$ cat src/rtl/float_to_fixed_pkg.sv
// Shared types and helpers for the iterative float-to-fixed converter.
package float_to_fixed_pkg;

    typedef enum logic [2:0] {
        ST_IDLE,
        ST_CLASS,
        ST_SHIFT,
        ST_ROUND,
        ST_DONE
    } state_t;

    // Exponent bias for an EW-bit biased exponent.
    function automatic int bias_of(input int ew);
        return (1 << (ew - 1)) - 1;
    endfunction

    // Shift counter must hold the longest left shift (< W) and the
    // clipped right shift (MW+2).
    function automatic int cnt_width(input int w, input int mw);
        int m;
        m = (w > mw + 3) ? w : mw + 3;
        return $clog2(m);
    endfunction

endpackage

$ cat src/rtl/float_to_fixed_iter_shift_round.sv
// Magnitude/guard/sticky shifter with the round, negate and saturate stage.
module fx_shift_round #(
    parameter int MW = 23,
    parameter int W  = 32
) (
    input  logic          clk,
    input  logic          rst_n,
    input  logic          i_load,
    input  logic [MW:0]   i_mag,
    input  logic          i_shift_en,
    input  logic          i_shift_left,
    input  logic          i_round,
    input  logic          i_sign,
    input  logic          i_rnd_mode,
    input  logic          i_special,
    input  logic          i_sp_sat,
    input  logic          i_sp_inv,
    output logic [W-1:0]  o_fixed,
    output logic          o_ovf,
    output logic          o_inv
);

    // Magnitude limits expressed in the widened rounding width.
    localparam logic [W+1:0] POS_LIM = {3'b000, {(W-1){1'b1}}};
    localparam logic [W+1:0] NEG_LIM = {3'b001, {(W-1){1'b0}}};

    logic [W:0]          r_mag;
    logic                r_guard;
    logic                r_sticky;
    logic [W+1:0]        w_rounded;
    logic signed [W+1:0] w_signed;
    logic                w_sat;

    // Round-to-nearest-even increment decision; truncation never increments.
    function automatic logic round_up(input logic rnd, input logic g,
                                      input logic s, input logic lsb);
        return rnd & g & (s | lsb);
    endfunction

    // Saturated output for the given sign.
    function automatic logic [W-1:0] sat_value(input logic neg);
        return neg ? {1'b1, {(W-1){1'b0}}} : {1'b0, {(W-1){1'b1}}};
    endfunction

    // Load the mantissa, then shift one bit per enabled cycle.
    always_ff @(posedge clk) begin
        if (i_load) begin
            r_mag    <= {{(W-MW){1'b0}}, i_mag};
            r_guard  <= 1'b0;
            r_sticky <= 1'b0;
        end else if (i_shift_en) begin
            if (i_shift_left) begin
                r_mag <= r_mag << 1;
            end else begin
                r_mag    <= r_mag >> 1;
                r_guard  <= r_mag[0];
                r_sticky <= r_sticky | r_guard;
            end
        end
    end

    // Round in a widened width so nothing wraps before the saturate check.
    always_comb begin
        w_rounded = {1'b0, r_mag} + (W+2)'(round_up(i_rnd_mode, r_guard, r_sticky, r_mag[0]));
        w_sat     = i_sign ? (w_rounded > NEG_LIM) : (w_rounded > POS_LIM);
        w_signed  = i_sign ? -$signed(w_rounded) : $signed(w_rounded);
    end

    // Result registers: written by either the special-value path or the round strobe.
    always_ff @(posedge clk) begin
        if (!rst_n) begin
            o_fixed <= '0;
            o_ovf   <= 1'b0;
            o_inv   <= 1'b0;
        end else if (i_special) begin
            o_fixed <= i_sp_sat ? sat_value(i_sign) : '0;
            o_ovf   <= i_sp_sat;
            o_inv   <= i_sp_inv;
        end else if (i_round) begin
            o_fixed <= w_sat ? sat_value(i_sign) : w_signed[W-1:0];
            o_ovf   <= w_sat;
            o_inv   <= 1'b0;
        end
    end

endmodule

$ cat src/rtl/float_to_fixed_iter.sv
// Iterative floating-point to signed fixed-point converter with handshake.
module float_to_fixed_iter
    import float_to_fixed_pkg::*;
#(
    parameter int EW   = 8,
    parameter int MW   = 23,
    parameter int W    = 32,
    parameter int FRAC = 16
) (
    input  logic             CLK,
    input  logic             RST_N,
    input  logic             BEGIN_FSM,
    input  logic             RND_MODE,
    input  logic [EW+MW:0]   FLOAT_IN,
    output logic [W-1:0]     FIXED_OUT,
    output logic             ACK_FF,
    output logic             BUSY,
    output logic             OVF,
    output logic             INVALID
);

    localparam int BIAS = bias_of(EW);
    localparam int CW   = cnt_width(W, MW);

    state_t              r_state;
    state_t              w_next;
    logic                r_ack;
    logic                r_sign;
    logic [EW-1:0]       r_exp;
    logic [MW-1:0]       r_man;
    logic                r_rnd;
    logic [CW-1:0]       r_cnt;
    logic                r_left;

    logic signed [31:0]  w_d;
    logic signed [31:0]  w_nabs;
    logic [CW-1:0]       w_n;
    logic                w_ovf_early;
    logic                w_load;
    logic                w_shift_en;
    logic                w_round;
    logic                w_special;
    logic                w_sp_sat;
    logic                w_sp_inv;

    // Shift distance d = E - bias - MW + FRAC and its clipped magnitude.
    always_comb begin
        w_d         = $signed(32'(r_exp)) - 32'(BIAS + MW - FRAC);
        w_ovf_early = (w_d >= 32'(W - 1 - MW));
        w_nabs      = (w_d < 0) ? -w_d : w_d;
        if ((w_d < 0) && (w_nabs > 32'(MW + 2))) begin
            w_nabs = 32'(MW + 2);
        end
        w_n = CW'(w_nabs);
    end

    // State register and acknowledge flag; ACK is high while DONE is being held.
    always_ff @(posedge CLK) begin
        if (!RST_N) begin
            r_state <= ST_IDLE;
            r_ack   <= 1'b0;
        end else begin
            r_state <= w_next;
            r_ack   <= (r_state == ST_DONE) && (w_next == ST_DONE);
        end
    end

    // Operand capture in IDLE and shift counter bookkeeping.
    always_ff @(posedge CLK) begin
        if (r_state == ST_IDLE && BEGIN_FSM) begin
            r_sign <= FLOAT_IN[EW+MW];
            r_exp  <= FLOAT_IN[EW+MW-1:MW];
            r_man  <= FLOAT_IN[MW-1:0];
            r_rnd  <= RND_MODE;
        end
        if (r_state == ST_CLASS) begin
            r_cnt  <= w_n;
            r_left <= ~w_d[31];
        end else if (r_state == ST_SHIFT) begin
            r_cnt  <= r_cnt - 1'b1;
        end
    end

    // Next-state and datapath strobes.
    always_comb begin
        w_next     = r_state;
        w_load     = 1'b0;
        w_shift_en = 1'b0;
        w_round    = 1'b0;
        w_special  = 1'b0;
        w_sp_sat   = 1'b0;
        w_sp_inv   = 1'b0;
        case (r_state)
            ST_IDLE: begin
                if (BEGIN_FSM) w_next = ST_CLASS;
            end
            ST_CLASS: begin
                w_load = 1'b1;
                if (r_exp == '0) begin
                    w_special = 1'b1;
                    w_next    = ST_DONE;
                end else if (&r_exp) begin
                    w_special = 1'b1;
                    w_sp_inv  = |r_man;
                    w_sp_sat  = ~|r_man;
                    w_next    = ST_DONE;
                end else if (w_ovf_early) begin
                    w_special = 1'b1;
                    w_sp_sat  = 1'b1;
                    w_next    = ST_DONE;
                end else begin
                    w_next = (w_n != '0) ? ST_SHIFT : ST_ROUND;
                end
            end
            ST_SHIFT: begin
                w_shift_en = 1'b1;
                if (r_cnt == CW'(1)) w_next = ST_ROUND;
            end
            ST_ROUND: begin
                w_round = 1'b1;
                w_next  = ST_DONE;
            end
            ST_DONE: begin
                if (!BEGIN_FSM) w_next = ST_IDLE;
            end
            default: w_next = ST_IDLE;
        endcase
    end

    fx_shift_round #(
        .MW (MW),
        .W  (W)
    ) u_shift_round (
        .clk          (CLK),
        .rst_n        (RST_N),
        .i_load       (w_load),
        .i_mag        ({1'b1, r_man}),
        .i_shift_en   (w_shift_en),
        .i_shift_left (r_left),
        .i_round      (w_round),
        .i_sign       (r_sign),
        .i_rnd_mode   (r_rnd),
        .i_special    (w_special),
        .i_sp_sat     (w_sp_sat),
        .i_sp_inv     (w_sp_inv),
        .o_fixed      (FIXED_OUT),
        .o_ovf        (OVF),
        .o_inv        (INVALID)
    );

    assign ACK_FF = r_ack;
    assign BUSY   = (r_state != ST_IDLE);

endmodule

$ cat config.mk
export PLATFORM = sky130hd
export DESIGN_NAME = float_to_fixed_iter
export DESIGN_NICKNAME = d
export VERILOG_FILES = /design/src/rtl/float_to_fixed_pkg.sv /design/src/rtl/float_to_fixed_iter_shift_round.sv /design/src/rtl/float_to_fixed_iter.sv
export SDC_FILE = /design/constraint.sdc
export NUM_CORES = 1
export LEC_CHECK = 0
export CORE_MARGIN = 2
export CORE_UTILIZATION = 64
export CTS_BUF_LIST = sky130_fd_sc_hd__clkbuf_4 sky130_fd_sc_hd__clkbuf_8
export DETAILED_ROUTE_END_ITERATION = 12
export GPL_TIMING_DRIVEN = 1
export PLACE_DENSITY = 0.88
export RECOVER_POWER = 100
export SLEW_MARGIN = 30
export SYNTH_ARGS = -nofsm -noshare
export SYNTH_HDL_FRONTEND = slang
export SYNTH_SLANG_ARGS = --single-unit
$ cat constraint.sdc
create_clock -name CLK -period 6.4 [get_ports CLK]
set_input_delay 0.64 -clock CLK [delete_from_list [all_inputs] [get_ports CLK]]
set_output_delay 0.64 -clock CLK [all_outputs]
set_load 0.02 [all_outputs]
==> metrics.yaml <==
outcome:
  status: "complete, but fails checks"
  violations: "max-capacitance violations, max-slew violations"
global_route:
  grt_overflow: 0
  grt_pass1_vias: 5711
  antenna_found_initial: 0
  grt_max_degree: 63
  grt_use_total_pct: 29.0
  grt_pass1_wl_mm: 27.5
sta:
  finalCriticalPeriod_ps: 5170
  final_hold_viol_count: 0
  maxSlewHeadroom_pct: -50.4
  tightestPinTransition_ps: 2260
  tns_ps: 0
  fin_crit_sh_pct: 80.8
  fmax_ghz: 0.193
  rsz0062_at_grt: "false"
  final-setup-viol-count: 0
  fin_skew_ps: 15.9
  finalMaxSlewViolations: 164
synthesis:
  ys_seq_elements: 112
  synth_edf_count: 62
  yosys-top-cells-count: "71 x nand2_1, 70 x nor2_1, 67 x o21ai_0"
  syn_area_um2: 7060
  synth.distinct_cells: 73
  synth_nets: 840
  synth_seq_area_share_pct: 40.5
  synth_top_area_cell: "edfxtp_1"
  synth.most_common_cell: "nand2_1"
  ys_async_sr_fraction_pct: 0
  synth.area.top_cells: "edfxtp_1 26%, dfxtp_1 14%, xnor2_1 5.7%"
  yosysWarnings: 0
  syn_avg_cell_area_um2: 8.89
  synth_ff_type: "edfxtp_1"
  synth.top_cell.area_share_pct: 26.4
  syn-instance-count: 794
route:
  drt_iter0_drc: 620
  detail-route-antenna-nets: 0
  num_vias: 6254
  drc: 0
  routed_wl_mm: 16.6
  wl_per_cell_um: 17.3
  vias_per_cell: 6.51
  dr.pass1.iters: 7
floorplanning:
  die_h_um: 109
  chipWidth_um: 109
  rows: 38
  dieArea_um2: 11900
  start_util_pct: 65.4
  core_um2: 10800
  boundaryPins: 72
pwr:
  p_leak_nw: 2.87
  ir_worst_vdd_mv: 0.203
  p_per_area_nw_per_um2: 245
  power_mw: 1.93
setup_path:
  r2r_slack_ps: 1230
  r2r-end: "u_shift_round.o_fixed[18]"
  cp.arrival_ps: 5470
  crit_family: "simple AND/OR/NAND/NOR gates"
  start_kind: "flop"
  critPathKind: "reg -> reg"
  path_cells: "o211a_1 > ha_1 > ha_1 > and3_1 > nand3_1 > or3_1 > nor4_1 > a21oi_2 > or3_4 > o21ai_1 > nand3_1 > a21oi_1"
  endpoint_kind: "flop"
  critPathRequiredTime_ps: 6700
  cp_num_buf_inv: 0
  slowest_stage: "o21ai_1"
  r2r_cells: 12
  path_max_fanout: 23
  crit_cells: 12
  critPathMaxStageDelay_ps: 1130
  worstReg2RegStart: "u_shift_round.r_mag[0]"
cells_and_area:
  area_delta_synth_final_pct: 12.0
  final_nets: 862
  drive_gt1_share_pct: 4.38
  antennaDiodeCount: 0
clocking:
  clockBufferDepth: 2
  cts_resized: 0
  root_buffer: "clkbuf_8"
  clock_latency_ps: 390
  h-tree-depth: 3
  cts_tree: "built"
  cts.reportedPaths.clkPinSlew_ps: 120
  postCtsSetupBuffers: 0
  cts_sinks: 112
  cts_buffers: 9
  hold_buffers: 0
placed_design:
  gp_congestion: 0.978
  hpwl_mm: 12.0
  io_buffers: 71
hold_path:
  hold_path.class: "reg -> reg"
  min_path_cells: 2
  hold-path-endpoint: "u_shift_round.r_sticky"
  min_from: "u_shift_round.r_sticky"
flow_run:
  cap_violations: 4
## layer usage
metal / global-route usage [%] / vias to the layer above / share of wire, %
li1: - / 2942 / -
met1: 39.4 / 2899 / 41
met2: 47.5 / 357 / 47
met3: 4.60 / 56 / 9.2
met4: 9.62 / 0 / 2.4
met5: 0 / - / 0
## worst min-delay path, stage by stage (launching register included)
cell     delay (ps)
dfxtp_1         350
a21oi_1          40
nor2_1           70
## worst max path at each step
| stage | start | endpoint | slack [ps] |
|---|---|---|---|
| floorplan | u_shift_round.r_mag[0] | u_shift_round.o_fixed[28] | 3000 |
| global placement | u_shift_round.r_mag[0] | u_shift_round.o_ovf | 2320 |
| detailed placement | u_shift_round.r_mag[0] | u_shift_round.o_fixed[18] | 2020 |
| CTS | u_shift_round.r_mag[0] | u_shift_round.o_fixed[18] | 1950 |
| global route | u_shift_round.r_mag[0] | u_shift_round.o_fixed[18] | 760 |
| finish | u_shift_round.r_mag[0] | u_shift_round.o_fixed[18] | 1230 |
## area by class of cell
class / count / area [um2]
Multi-Input combinational cell: 599 / 3830
Fill cell: 818 / 2890
Sequential cell: 112 / 2860
Timing Repair Buffer: 75 / 733
Tap cell: 140 / 175
Clock buffer: 9 / 124
Clock inverter: 7 / 108
Inverter: 19 / 71.3
## cells by family (layout without fill, tap and decap cells)
kind of cell	count (synthesis)	count (layout)	share of synthesized area, %
flops	112	112	40.5
simple gates	300	300	22.2
buf+inv	83	110	4.91
xor+xnor	66	66	8.19
mux	41	41	5.85
compound gates	182	182	16.5
fa+ha+maj	10	10	1.77
## registers in the layout (all words and copies together) (netlist names)
name	count
r_cnt	5
r_sign	1
r_left	1
r_rnd	1
u_shift_round.r_guard	1
u_shift_round.o_ovf	1
u_shift_round.r_mag	33
r_state	3
r_exp	8
u_shift_round.r_sticky	1
u_shift_round.o_fixed	32
u_shift_round.o_inv	1
ACK_FF	1
r_man	23
## through the flow
stage	util, %	cell area, um2	cells	setup slack (ps)	hold slack [ps]
2_1_floorplan	-	7060	794	3000	438
3_3_place_gp	71.4	7710	945	2320	449
3_5_place_dp	71.4	7710	945	2020	470
4_1_cts	73.6	7940	961	1950	496
5_1_grt	73.3	7910	961	758	542
6_report	73.3	7910	961	1230	494
## cell usage in the layout (no fill, tap or decap), types with 19 or more instances in the layout
master         netlist  layout
a21oi_1             40      40
dfxtp_1             50      50
dlygate4sd3_1        0      69
edfxtp_1            62      62
mux2i_1             39      39
nand2_1             71      71
nand3_1             26      26
nand4_1             19      19
nor2_1              70      69
nor3_1              27      27
o21ai_0             67      70
xnor2_1             46      46
xor2_1              20      20
## report_power, final
group	leakage (nW)	internal [mW]	total [mW]	switching (mW)
logic	1.76	0.211	0.494	0.283
registers	0.996	0.856	0.970	0.114
clock network	0.115	0.197	0.470	0.273
Power figures use the tool's default switching activity.
